File: src/rtl/pipe_field_logic_pkg.sv
// Shared state encoding, coordinate widths and LFSR constants
// for the scrolling pipe field.
package pipe_field_pkg;

  typedef enum logic [3:0] {
    ST_INIT  = 4'b0001,
    ST_RUN   = 4'b0010,
    ST_CHECK = 4'b0100,
    ST_LOSE  = 4'b1000
  } state_e;

  localparam int X_W = 11;
  localparam int Y_W = 10;
  localparam int C_W = 12;

  localparam logic [15:0] LFSR_SEED = 16'hACE1;
  // taps 16,14,13,11 -> state bits 15,13,12,10
  localparam logic [15:0] LFSR_TAPS = 16'hB400;

  function automatic logic lfsr_fb(input logic [15:0] s);
    return ^(s & LFSR_TAPS);
  endfunction

  // Pipe X lives in an 11-bit field whose window is
  // [-128, 1919]: only the top 128 codes read as negative,
  // so the 1120 start position of pipe 2 still fits.
  function automatic logic signed [C_W-1:0] x_dec(
    input logic [X_W-1:0] x
  );
    return (&x[10:7]) ? {1'b1, x} : {1'b0, x};
  endfunction

endpackage

File: src/rtl/pipe_field_logic_if.sv
// Bus between bird physics / renderer and the pipe field.
// master drives Start/Ack/Tick/Bird_*, slave drives status.
interface pipe_field_logic_if #(
  parameter int NUM_PIPES = 3
);
  logic                      Start;
  logic                      Ack;
  logic                      Tick;
  logic signed [9:0]         Bird_X;
  logic signed [9:0]         Bird_Y;
  logic                      Q_Initial;
  logic                      Q_Run;
  logic                      Q_Check;
  logic                      Q_Lose;
  logic                      Lose;
  logic [7:0]                Score;
  logic [11*NUM_PIPES-1:0]   Pipe_X;
  logic [10*NUM_PIPES-1:0]   Gap_Y;

  modport master (
    output Start, Ack, Tick, Bird_X, Bird_Y,
    input  Q_Initial, Q_Run, Q_Check, Q_Lose,
    input  Lose, Score, Pipe_X, Gap_Y
  );

  modport slave (
    input  Start, Ack, Tick, Bird_X, Bird_Y,
    output Q_Initial, Q_Run, Q_Check, Q_Lose,
    output Lose, Score, Pipe_X, Gap_Y
  );
endinterface

File: src/rtl/pipe_field_logic_lfsr.sv
// 16-bit Fibonacci LFSR with enable and sync reset to seed.
// Ports: Clk, reset, en_i, rnd_o (low OUT_W state bits).
module pipe_lfsr
  import pipe_field_pkg::*;
#(
  parameter int OUT_W = 7
) (
  input  logic             Clk,
  input  logic             reset,
  input  logic             en_i,
  output logic [OUT_W-1:0] rnd_o
);

  logic [15:0] lfsr_q;

  always_ff @(posedge Clk) begin
    if (reset)
      lfsr_q <= LFSR_SEED;
    else if (en_i)
      lfsr_q <= {lfsr_q[14:0], lfsr_fb(lfsr_q)};
  end

  assign rnd_o = lfsr_q[OUT_W-1:0];

endmodule

File: src/rtl/pipe_field_logic.sv
// Scrolling pipe field: FSM, pipe array, collision, score.
// Ports: Clk, reset (sync, high), bus (slave side).
module pipe_field_logic
  import pipe_field_pkg::*;
#(
  parameter int NUM_PIPES = 3,
  parameter int SCREEN_W  = 640,
  parameter int SCREEN_H  = 480,
  parameter int PIPE_W    = 60,
  parameter int SPACING   = 240,
  parameter int SPEED     = 2,
  parameter int GAP_H     = 120,
  parameter int GAP_MIN   = 60,
  parameter int GAP_BITS  = 7,
  parameter int BIRD_SIZE = 16
) (
  input logic               Clk,
  input logic               reset,
  pipe_field_logic_if.slave bus
);

  localparam logic signed [C_W-1:0] PW  = C_W'(PIPE_W);
  localparam logic signed [C_W-1:0] PWN = C_W'(-PIPE_W);
  localparam logic signed [C_W-1:0] SPD = C_W'(SPEED);
  localparam logic signed [C_W-1:0] BS  = C_W'(BIRD_SIZE);
  localparam logic signed [C_W-1:0] GH  = C_W'(GAP_H);
  localparam logic signed [C_W-1:0] SH  = C_W'(SCREEN_H);
  localparam logic signed [C_W-1:0] WRP =
    C_W'(NUM_PIPES * SPACING);
  localparam logic [Y_W-1:0] G_RST =
    Y_W'(GAP_MIN + 2**(GAP_BITS-1));

  state_e         st_q;
  logic           lose_q;
  logic [7:0]     score_q;
  logic [7:0]     score_d;
  logic [8:0]     sum;
  logic [3:0]     pass_cnt;
  logic           hit;
  logic [GAP_BITS-1:0] rnd;
  logic [Y_W-1:0] gap_new;
  logic [NUM_PIPES-1:0] hit_v;
  logic [NUM_PIPES-1:0] pass_v;
  logic signed [C_W-1:0] bx;
  logic signed [C_W-1:0] by;
  logic           step;
  logic           restore;

  pipe_lfsr #(.OUT_W(GAP_BITS)) u_lfsr (
    .Clk   (Clk),
    .reset (reset),
    .en_i  (1'b1),
    .rnd_o (rnd)
  );

  assign bx      = {{2{bus.Bird_X[9]}}, bus.Bird_X};
  assign by      = {{2{bus.Bird_Y[9]}}, bus.Bird_Y};
  assign gap_new = Y_W'(GAP_MIN) + Y_W'(rnd);
  assign step    = (st_q == ST_RUN) && bus.Tick;
  assign restore = reset || ((st_q == ST_LOSE) && bus.Ack);

  for (genvar i = 0; i < NUM_PIPES; i++) begin : g_pipe
    localparam logic [X_W-1:0] X_RST =
      X_W'(SCREEN_W + i * SPACING);

    logic [X_W-1:0]        x_q;
    logic [X_W-1:0]        xp_q;
    logic [Y_W-1:0]        g_q;
    logic signed [C_W-1:0] xs;
    logic signed [C_W-1:0] xps;
    logic signed [C_W-1:0] xdn;
    logic signed [C_W-1:0] gys;
    logic                  wrap;

    assign xs   = x_dec(x_q);
    assign xps  = x_dec(xp_q);
    assign xdn  = xs - SPD;
    assign wrap = xdn < PWN;
    assign gys  = {2'b00, g_q};

    assign hit_v[i] = (xs < bx + BS) && (xs + PW > bx) &&
                      ((by < gys) || (by + BS > gys + GH));
    // right edge crossed the bird's left edge on this Tick
    assign pass_v[i] = (xps + PW >= bx) && (xs + PW < bx);

    always_ff @(posedge Clk) begin
      if (restore) begin
        x_q  <= X_RST;
        xp_q <= X_RST;
        g_q  <= G_RST;
      end else if (step) begin
        xp_q <= x_q;
        x_q  <= X_W'(wrap ? xdn + WRP : xdn);
        if (wrap)
          g_q <= gap_new;
      end
    end

    assign bus.Pipe_X[11*i +: 11] = x_q;
    assign bus.Gap_Y[10*i +: 10]  = g_q;
  end

  always_comb begin
    pass_cnt = '0;
    for (int i = 0; i < NUM_PIPES; i++)
      pass_cnt = pass_cnt + 4'(pass_v[i]);
  end

  assign hit = (|hit_v) || (by < 0) || (by + BS >= SH);
  assign sum = {1'b0, score_q} + {5'b0, pass_cnt};
  assign score_d = sum[8] ? 8'hFF : sum[7:0];

  always_ff @(posedge Clk) begin
    if (reset) begin
      st_q    <= ST_INIT;
      score_q <= '0;
      lose_q  <= 1'b0;
    end else begin
      lose_q <= 1'b0;
      unique case (st_q)
        ST_INIT: begin
          score_q <= '0;
          if (bus.Start)
            st_q <= ST_RUN;
        end
        ST_RUN: begin
          if (bus.Tick)
            st_q <= ST_CHECK;
        end
        ST_CHECK: begin
          if (hit) begin
            st_q   <= ST_LOSE;
            lose_q <= 1'b1;
          end else begin
            st_q    <= ST_RUN;
            score_q <= score_d;
          end
        end
        ST_LOSE: begin
          if (bus.Ack) begin
            st_q    <= ST_INIT;
            score_q <= '0;
          end
        end
        default: st_q <= ST_INIT;
      endcase
    end
  end

  assign bus.Q_Initial = st_q[0];
  assign bus.Q_Run     = st_q[1];
  assign bus.Q_Check   = st_q[2];
  assign bus.Q_Lose    = st_q[3];
  assign bus.Lose      = lose_q;
  assign bus.Score     = score_q;

endmodule

File: src/flat_wrapper.sv
// flat-port wrapper written by rule: the top's interface ports become plain ports
module pipe_field_logic_flat import pipe_field_pkg::*;
#(
  parameter int NUM_PIPES = 3,
  parameter int SCREEN_W  = 640,
  parameter int SCREEN_H  = 480,
  parameter int PIPE_W    = 60,
  parameter int SPACING   = 240,
  parameter int SPEED     = 2,
  parameter int GAP_H     = 120,
  parameter int GAP_MIN   = 60,
  parameter int GAP_BITS  = 7,
  parameter int BIRD_SIZE = 16
)
  (Clk, reset, bus_Start, bus_Ack, bus_Tick, bus_Bird_X, bus_Bird_Y, bus_Q_Initial, bus_Q_Run, bus_Q_Check, bus_Q_Lose, bus_Lose, bus_Score, bus_Pipe_X, bus_Gap_Y);
  pipe_field_logic_if #(.NUM_PIPES(NUM_PIPES)) bus_i ();
  input logic Clk;
  input logic reset;
  input wire logic [$bits(bus_i.Start)-1:0] bus_Start;
  input wire logic [$bits(bus_i.Ack)-1:0] bus_Ack;
  input wire logic [$bits(bus_i.Tick)-1:0] bus_Tick;
  input wire logic [$bits(bus_i.Bird_X)-1:0] bus_Bird_X;
  input wire logic [$bits(bus_i.Bird_Y)-1:0] bus_Bird_Y;
  output wire logic [$bits(bus_i.Q_Initial)-1:0] bus_Q_Initial;
  output wire logic [$bits(bus_i.Q_Run)-1:0] bus_Q_Run;
  output wire logic [$bits(bus_i.Q_Check)-1:0] bus_Q_Check;
  output wire logic [$bits(bus_i.Q_Lose)-1:0] bus_Q_Lose;
  output wire logic [$bits(bus_i.Lose)-1:0] bus_Lose;
  output wire logic [$bits(bus_i.Score)-1:0] bus_Score;
  output wire logic [$bits(bus_i.Pipe_X)-1:0] bus_Pipe_X;
  output wire logic [$bits(bus_i.Gap_Y)-1:0] bus_Gap_Y;
  assign bus_i.Start = bus_Start;
  assign bus_i.Ack = bus_Ack;
  assign bus_i.Tick = bus_Tick;
  assign bus_i.Bird_X = bus_Bird_X;
  assign bus_i.Bird_Y = bus_Bird_Y;
  assign bus_Q_Initial = bus_i.Q_Initial;
  assign bus_Q_Run = bus_i.Q_Run;
  assign bus_Q_Check = bus_i.Q_Check;
  assign bus_Q_Lose = bus_i.Q_Lose;
  assign bus_Lose = bus_i.Lose;
  assign bus_Score = bus_i.Score;
  assign bus_Pipe_X = bus_i.Pipe_X;
  assign bus_Gap_Y = bus_i.Gap_Y;
  pipe_field_logic #(.NUM_PIPES(NUM_PIPES), .SCREEN_W(SCREEN_W), .SCREEN_H(SCREEN_H), .PIPE_W(PIPE_W), .SPACING(SPACING), .SPEED(SPEED), .GAP_H(GAP_H), .GAP_MIN(GAP_MIN), .GAP_BITS(GAP_BITS), .BIRD_SIZE(BIRD_SIZE)) u_core (.Clk(Clk), .reset(reset), .bus(bus_i));
endmodule
File: config.mk
export PLATFORM = sky130hd
export DESIGN_NAME = pipe_field_logic_flat
export DESIGN_NICKNAME = d
export VERILOG_FILES = /design/src/rtl/pipe_field_logic_pkg.sv /design/src/rtl/pipe_field_logic_if.sv /design/src/rtl/pipe_field_logic_lfsr.sv /design/src/rtl/pipe_field_logic.sv /design/src/flat_wrapper.sv
export SDC_FILE = /design/constraint.sdc
export NUM_CORES = 1
export LEC_CHECK = 0
export BUFFER_PORTS_ARGS = -buffer_cell sky130_fd_sc_hd__buf_4
export CORE_MARGIN = 10
export CORE_UTILIZATION = 45
export CTS_BUF_LIST = sky130_fd_sc_hd__clkbuf_16
export DETAILED_ROUTE_END_ITERATION = 8
export GPL_TIMING_DRIVEN = 0
export PLACE_DENSITY = 0.71
export SKIP_CTS_REPAIR_TIMING = 1
export SLEW_MARGIN = 20
export SYNTH_ARGS = -nofsm -noshare
export SYNTH_HDL_FRONTEND = slang
export SYNTH_SLANG_ARGS = --single-unit
File: constraint.sdc
create_clock -name Clk -period 4.68 [get_ports Clk]
set_input_delay 0.936 -clock Clk [delete_from_list [all_inputs] [get_ports Clk]]
set_output_delay 0.936 -clock Clk [all_outputs]
set_load 0.01 [all_outputs]
== Yosys cells after proc, flatten, opt, wreduce, memory -nomap -nowiden ==
Index checks and enable logic that the tools add are counted.

* Register bits: 125
* Bits of input ports: 25
* Output and inout port bits: 76
* Word-level logic and storage cells: 117

* Add/subtract/negate cells: 21
* $lt $le $gt $ge: 23
* Equal/unequal tests: 8
* Mux-type cells: 19
* Bitwise gates (word level): 1
* Reductions and logical operators: 32

{| class="wikitable"
|+ Operators by type and width
! operator !! number
|-
| adder 12 x 7 -> 12 bit (second input constant) || 6
|-
| 2-to-1 mux 12 bit || 6
|-
| >= comparator 12 x 10 -> 1 bit || 3
|-
| > comparator 12 x 10 -> 1 bit || 3
|-
| > comparator 12 bit || 3
|-
| less-than comparator 12 x 10 -> 1 bit || 3
|-
| less-than comparator 12 bit || 3
|-
| less-than comparator 12 x 7 -> 1 bit (second input constant) || 3
|-
| subtractor 12 x 3 -> 12 bit (second input constant) || 3
|-
| adder 10 x 7 -> 11 bit (second input constant) || 3
|-
| adder 11 bit (second input constant) || 3
|-
| less-than comparator 10 x 11 -> 1 bit || 3
|-
| 2-to-1 mux 11 bit || 3
|-
| 2-to-1 mux 8 bit || 3
|-
| one-hot mux 8 bit (3 select lines) || 1
|-
| AND reduction 4 bit || 6
|-
| adder 10 x 6 -> 11 bit (second input constant) || 2
|-
| 2-to-1 mux 4 bit || 4
|-
| one-hot mux 4 bit (4 select lines) || 1
|-
| XOR reduction 16 bit || 1
|-
| >= comparator 12 x 10 -> 1 bit (second input constant) || 1
|-
| logical AND 1 bit || 11
|-
| less-than comparator 10 x 1 -> 1 bit (second input constant) || 1
|-
| adder 8 x 4 -> 9 bit || 1
|-
| other kinds (16) || 27
|}

== Longest topological paths before layout ==
* Depth in word-level cells: 11
* Gate-level depth with buffers: 24

== Cells and area by module ==
Synthesis repeated with hierarchy kept, for this count alone.

* Cells, all modules: 1,334
* Area, all modules: 10,531.4 um2

{| class="wikitable"
|+ By module, submodules not included
! module !! times used !! cells each !! area an instance (um2)
|-
| pipe_field_logic || 1 || 1,272 || 9,859.5
|-
| pipe_lfsr || 1 || 62 || 671.9
|}

== Least setup slack after synthesis ==
OpenSTA, ideal clock, no wires.

* Path kind: register to register
* Start point: register u_core.g_pipe[2].x_q[3]
* End point: register u_core.score_q[3] (netlist: u_core.bus.Score[3])
* Setup time: 123 ps
* Arrival time: 4,701 ps
* Setup slack: -145 ps
* Cell stages (with the launch flop): 24
* Path through: dfxtp_1 inv_1 ha_1 or3b_4 and2_1 nand4_1 xnor2_1 ha_1 nand4_1 a21oi_1 or3b_2 mux2i_1 o21ai_0 nor3_1 fa_1 ha_1 fa_1 a21oi_1 nor2b_1 and2_1 nor2b_1 nor2_1 and4_1 nor4_1

* Cells in the longest elaborated chain, start to end: 10
* Elaborated cells on any way between the ends: 18

{| class="wikitable"
|+ RTL lines
! item !! RTL line !! source
|-
| start: declaration || pipe_field_logic.sv:66 || <nowiki>logic [X_W-1:0] x_q;</nowiki>
|-
| start signal: assignment || pipe_field_logic.sv:93 || <nowiki>x_q <= X_W'(wrap ? xdn + WRP : xdn);</nowiki>
|-
| 2-to-1 mux 12 bit * || pipe_field_logic_pkg.sv:30 || <nowiki>return (&x[10:7]) ? {1'b1, x} : {1'b0, x};</nowiki>
|-
| parallel branches: the longest is 9 deep, another holds adder 12 x 7 -> 12 bit || - ||
|-
| end signal: assignment || pipe_field_logic.sv:136 || <nowiki>score_q <= score_d;</nowiki>
|-
| end: declaration || pipe_field_logic.sv:35 || <nowiki>logic [7:0] score_q;</nowiki>
|}

Every way passes the cells marked *. The select of a mux whose other input is x is not followed.
A chain may end at the register's enable or synchronous reset.

== Final worst setup path ==
Ends and elaborated chain as after synthesis.

==> run metrics <==
fraction of registers with async set/reset 0; ys flop type dfxtp_1; drt wl/cell 17.9 µm; FMAX 205 MHz; crit-path cells inv_4 -> ha_4 -> or3b_4 -> and2_4 -> nand4_1 -> xnor2_1 -> ha_1 -> nand4_1 -> nor2_2 -> a211oi_2 -> mux2i_4 -> o21ai_2 -> nor3_2 -> buf_4 -> fa_1 -> ha_2 -> fa_2 -> a21oi_2 -> nor2b_1 -> and2_4 -> nor2b_4 -> nor2_2 -> and4_1 -> nor4_2; Worst-path clk slew 0.06 ns; Worst setup SP type register; Arr. time, crit path 5.19 ns; post-route ant nets 0; CP endpoint kind register; Yosys reg bits 113; wirelength, routed 30,600 µm; Initial Util 0.458; worst reg2reg setup slack -0.19 ns; crit path max fanout 5; clk sinks 113; hold path start u_core.u_lfsr.lfsr_q[9]; pin count of the biggest net entering global routing 20; die area 0.0287 mm²; run status complete, but fails checks; Synth Cell Area 0.0100 mm²; Reg2Reg Depth 24; Vias/cell 5.68; Final min period 4.87 ns; Die Y-Extent 169 µm; Tcrit/Tclk final 1.04; Global Route Usage Sum 0.204; Seq/Total Area, Yosys 0.225; PwrDens 227 mW/mm²; H-tree lvl count 4; io pins 101; Pwr Total 2.76 mW; top routing layer in use met4; critical path's slowest cell fa_1; cells after synthesis 1,267; metal3 WL 2220 µm; CORE AREA 0.0219 mm²; Detailed Routing Iterations Pass 1 6; GP Congestion 0.935; proportion of layout cells with a drive suffix above 1 0.169; drt drc 0; top cells by area, synth dfxtp_1 23%, ha_1 21%, nand2_1 5.9%; CTS max path bufs 2; fin. max-slew vios 0; final setup skew 0.00792 ns; Synth cell types 66; TritonCTS Buffers 17; CTS Root Cell clkbuf_16; vias in the first global route 8,998; PortBufs 90; synthesis-to-layout area growth 20.9%; Max Cap Viol 0; total gr overflow 0; measured slew at the worst slew-check pin 0.923 ns; PnR worst setup slack -0.187 ns; via count 9,693; area leader, netlist dfxtp_1; EDFF count, synth 0; met2 WL 14,100 µm; Hold Crit Class register to register; Top delay family on crit path simple AND/OR/NAND/NOR gates; Cell Rows 54; CP Class register to register; crit path to u_core.bus.Score[3]; met1 wire length 13,600 µm; final setup violation count 7; Die Width 169 µm; LEAKAGE 5.34 nW; Peak VDD IR 0.000256 V; antenna cell count 0; antenna violations before repair 0; Synth top area share 0.225; CTS tree yes; Worst Setup SP u_core.g_pipe[2].x_q[3]; nets@finish 1,613; Worst R2R End u_core.bus.Score[3]; Final Hold Vio Count 0; slew margin rel. 0.379; Clk Latency, worst-skew pair 0.44 ns; synth warn 0; Avg Inst Size Synth 7.92 µm²; violated checks negative setup slack; dpl hpwl 23,100 µm; worst path bufs/invs 2; RSZ-0062 raised after global routing true; Crit. path cell count 24; worst stage delay on the critical path 0.43 ns; hold slack 0.412 ns; number of DRC markers in iteration 0 736; first-pass GRT wire length 47,200 µm; Worst EP required 5.00 ns; Reg2Reg Launch Point u_core.g_pipe[2].x_q[3]
## state kept, by name, summed over array words and instances (netlist names)
signal,cells
u_core.g_pipe.xp_q,30
u_core.u_lfsr.lfsr_q,16
u_core.st_q,4
u_core.g_pipe.g_q,24
u_core.g_pipe.x_q,30
u_core.bus.Lose,1
u_core.bus.Score,8
## stage by stage
stage	area, µm²	TNS (ns)	utilization	instances	setup WS (ns)
3_5_place_dp	11100	-6.23	0.508	1645	-0.913
5_1_grt	12100	-2.28	0.554	1707	-0.419
3_3_place_gp	11100	-5.80	0.507	1645	-0.871
4_1_cts	11700	-6.29	0.534	1677	-0.918
2_1_floorplan	10100	0	-	1275	0.0149
6_report	12100	-0.617	0.554	1707	-0.187
## synth_stat cells (6+ instances only)
cell	n
a211oi_1	11
a21boi_0	6
a21o_1	12
a21oi_1	77
a22oi_1	6
a31oi_1	11
and2_1	10
and3_1	6
buf_2	8
buf_4	9
clkbuf_1	49
dfxtp_1	113
ha_1	172
inv_1	78
mux2i_1	10
nand2_1	158
nand2b_1	11
nand3_1	36
nand3b_1	7
nand4_1	25
nor2_1	85
nor2b_1	27
nor3_1	25
o211ai_1	20
o21a_1	13
o21ai_0	55
o22ai_1	7
o31ai_1	9
o41ai_1	8
or2_2	9
or3_1	18
xnor2_1	56
xor2_1	42
## power breakdown
group	internal (mW)	leakage (nW)	switching [mW]
logic	0.190	4.14	0.284
clock network	0.744	0.279	0.543
registers	0.978	0.922	0.0189
## cells by family after synthesis
family | synth area share
AND/OR/NAND/NOR | 0.218
XOR/XNOR | 0.0872
flip-flops | 0.225
other | 0.000374
adder cells (fa/ha/maj) | 0.218
AO/OA/AOI/OAI | 0.177
multiplexers | 0.0122
buffers and inverters | 0.0620
## metal layers
metal	up-vias	track usage
li1	4781	-
met2	320	0.328
met1	4541	0.264
met4	0	0.0630
met3	51	0.0493
met5	-	0
## worst min-delay path by stage
stage / to / cells past startpoint
final: u_core.u_lfsr.lfsr_q[10] / 1
after global routing: u_core.u_lfsr.lfsr_q[15] / 1
after CTS: u_core.u_lfsr.lfsr_q[10] / 1
after detailed placement: u_core.u_lfsr.lfsr_q[15] / 1
after global placement: u_core.u_lfsr.lfsr_q[15] / 1
after floorplan: u_core.u_lfsr.lfsr_q[10] / 1
## final cells by class
cell class / count / area, µm²
Clock inverter: 15 / 151
Buffer: 70 / 348
Inverter: 78 / 309
Fill cell: 2028 / 9760
Clock buffer: 17 / 425
Sequential cell: 113 / 2280
Multi-Input combinational cell: 1014 / 7370
Tap cell: 280 / 350
Timing Repair Buffer: 120 / 901
## placed cells by master, fill, tap and decap left out, drive strengths merged, types with 42 or more instances in the layout
cell,n
clkbuf,68
inv,81
xor2,42
nor2,85
a21oi,77
o21ai,57
xnor2,57
buf,139
dfxtp,113
nand2,158
ha,172
Power figures use the tool's default switching activity.
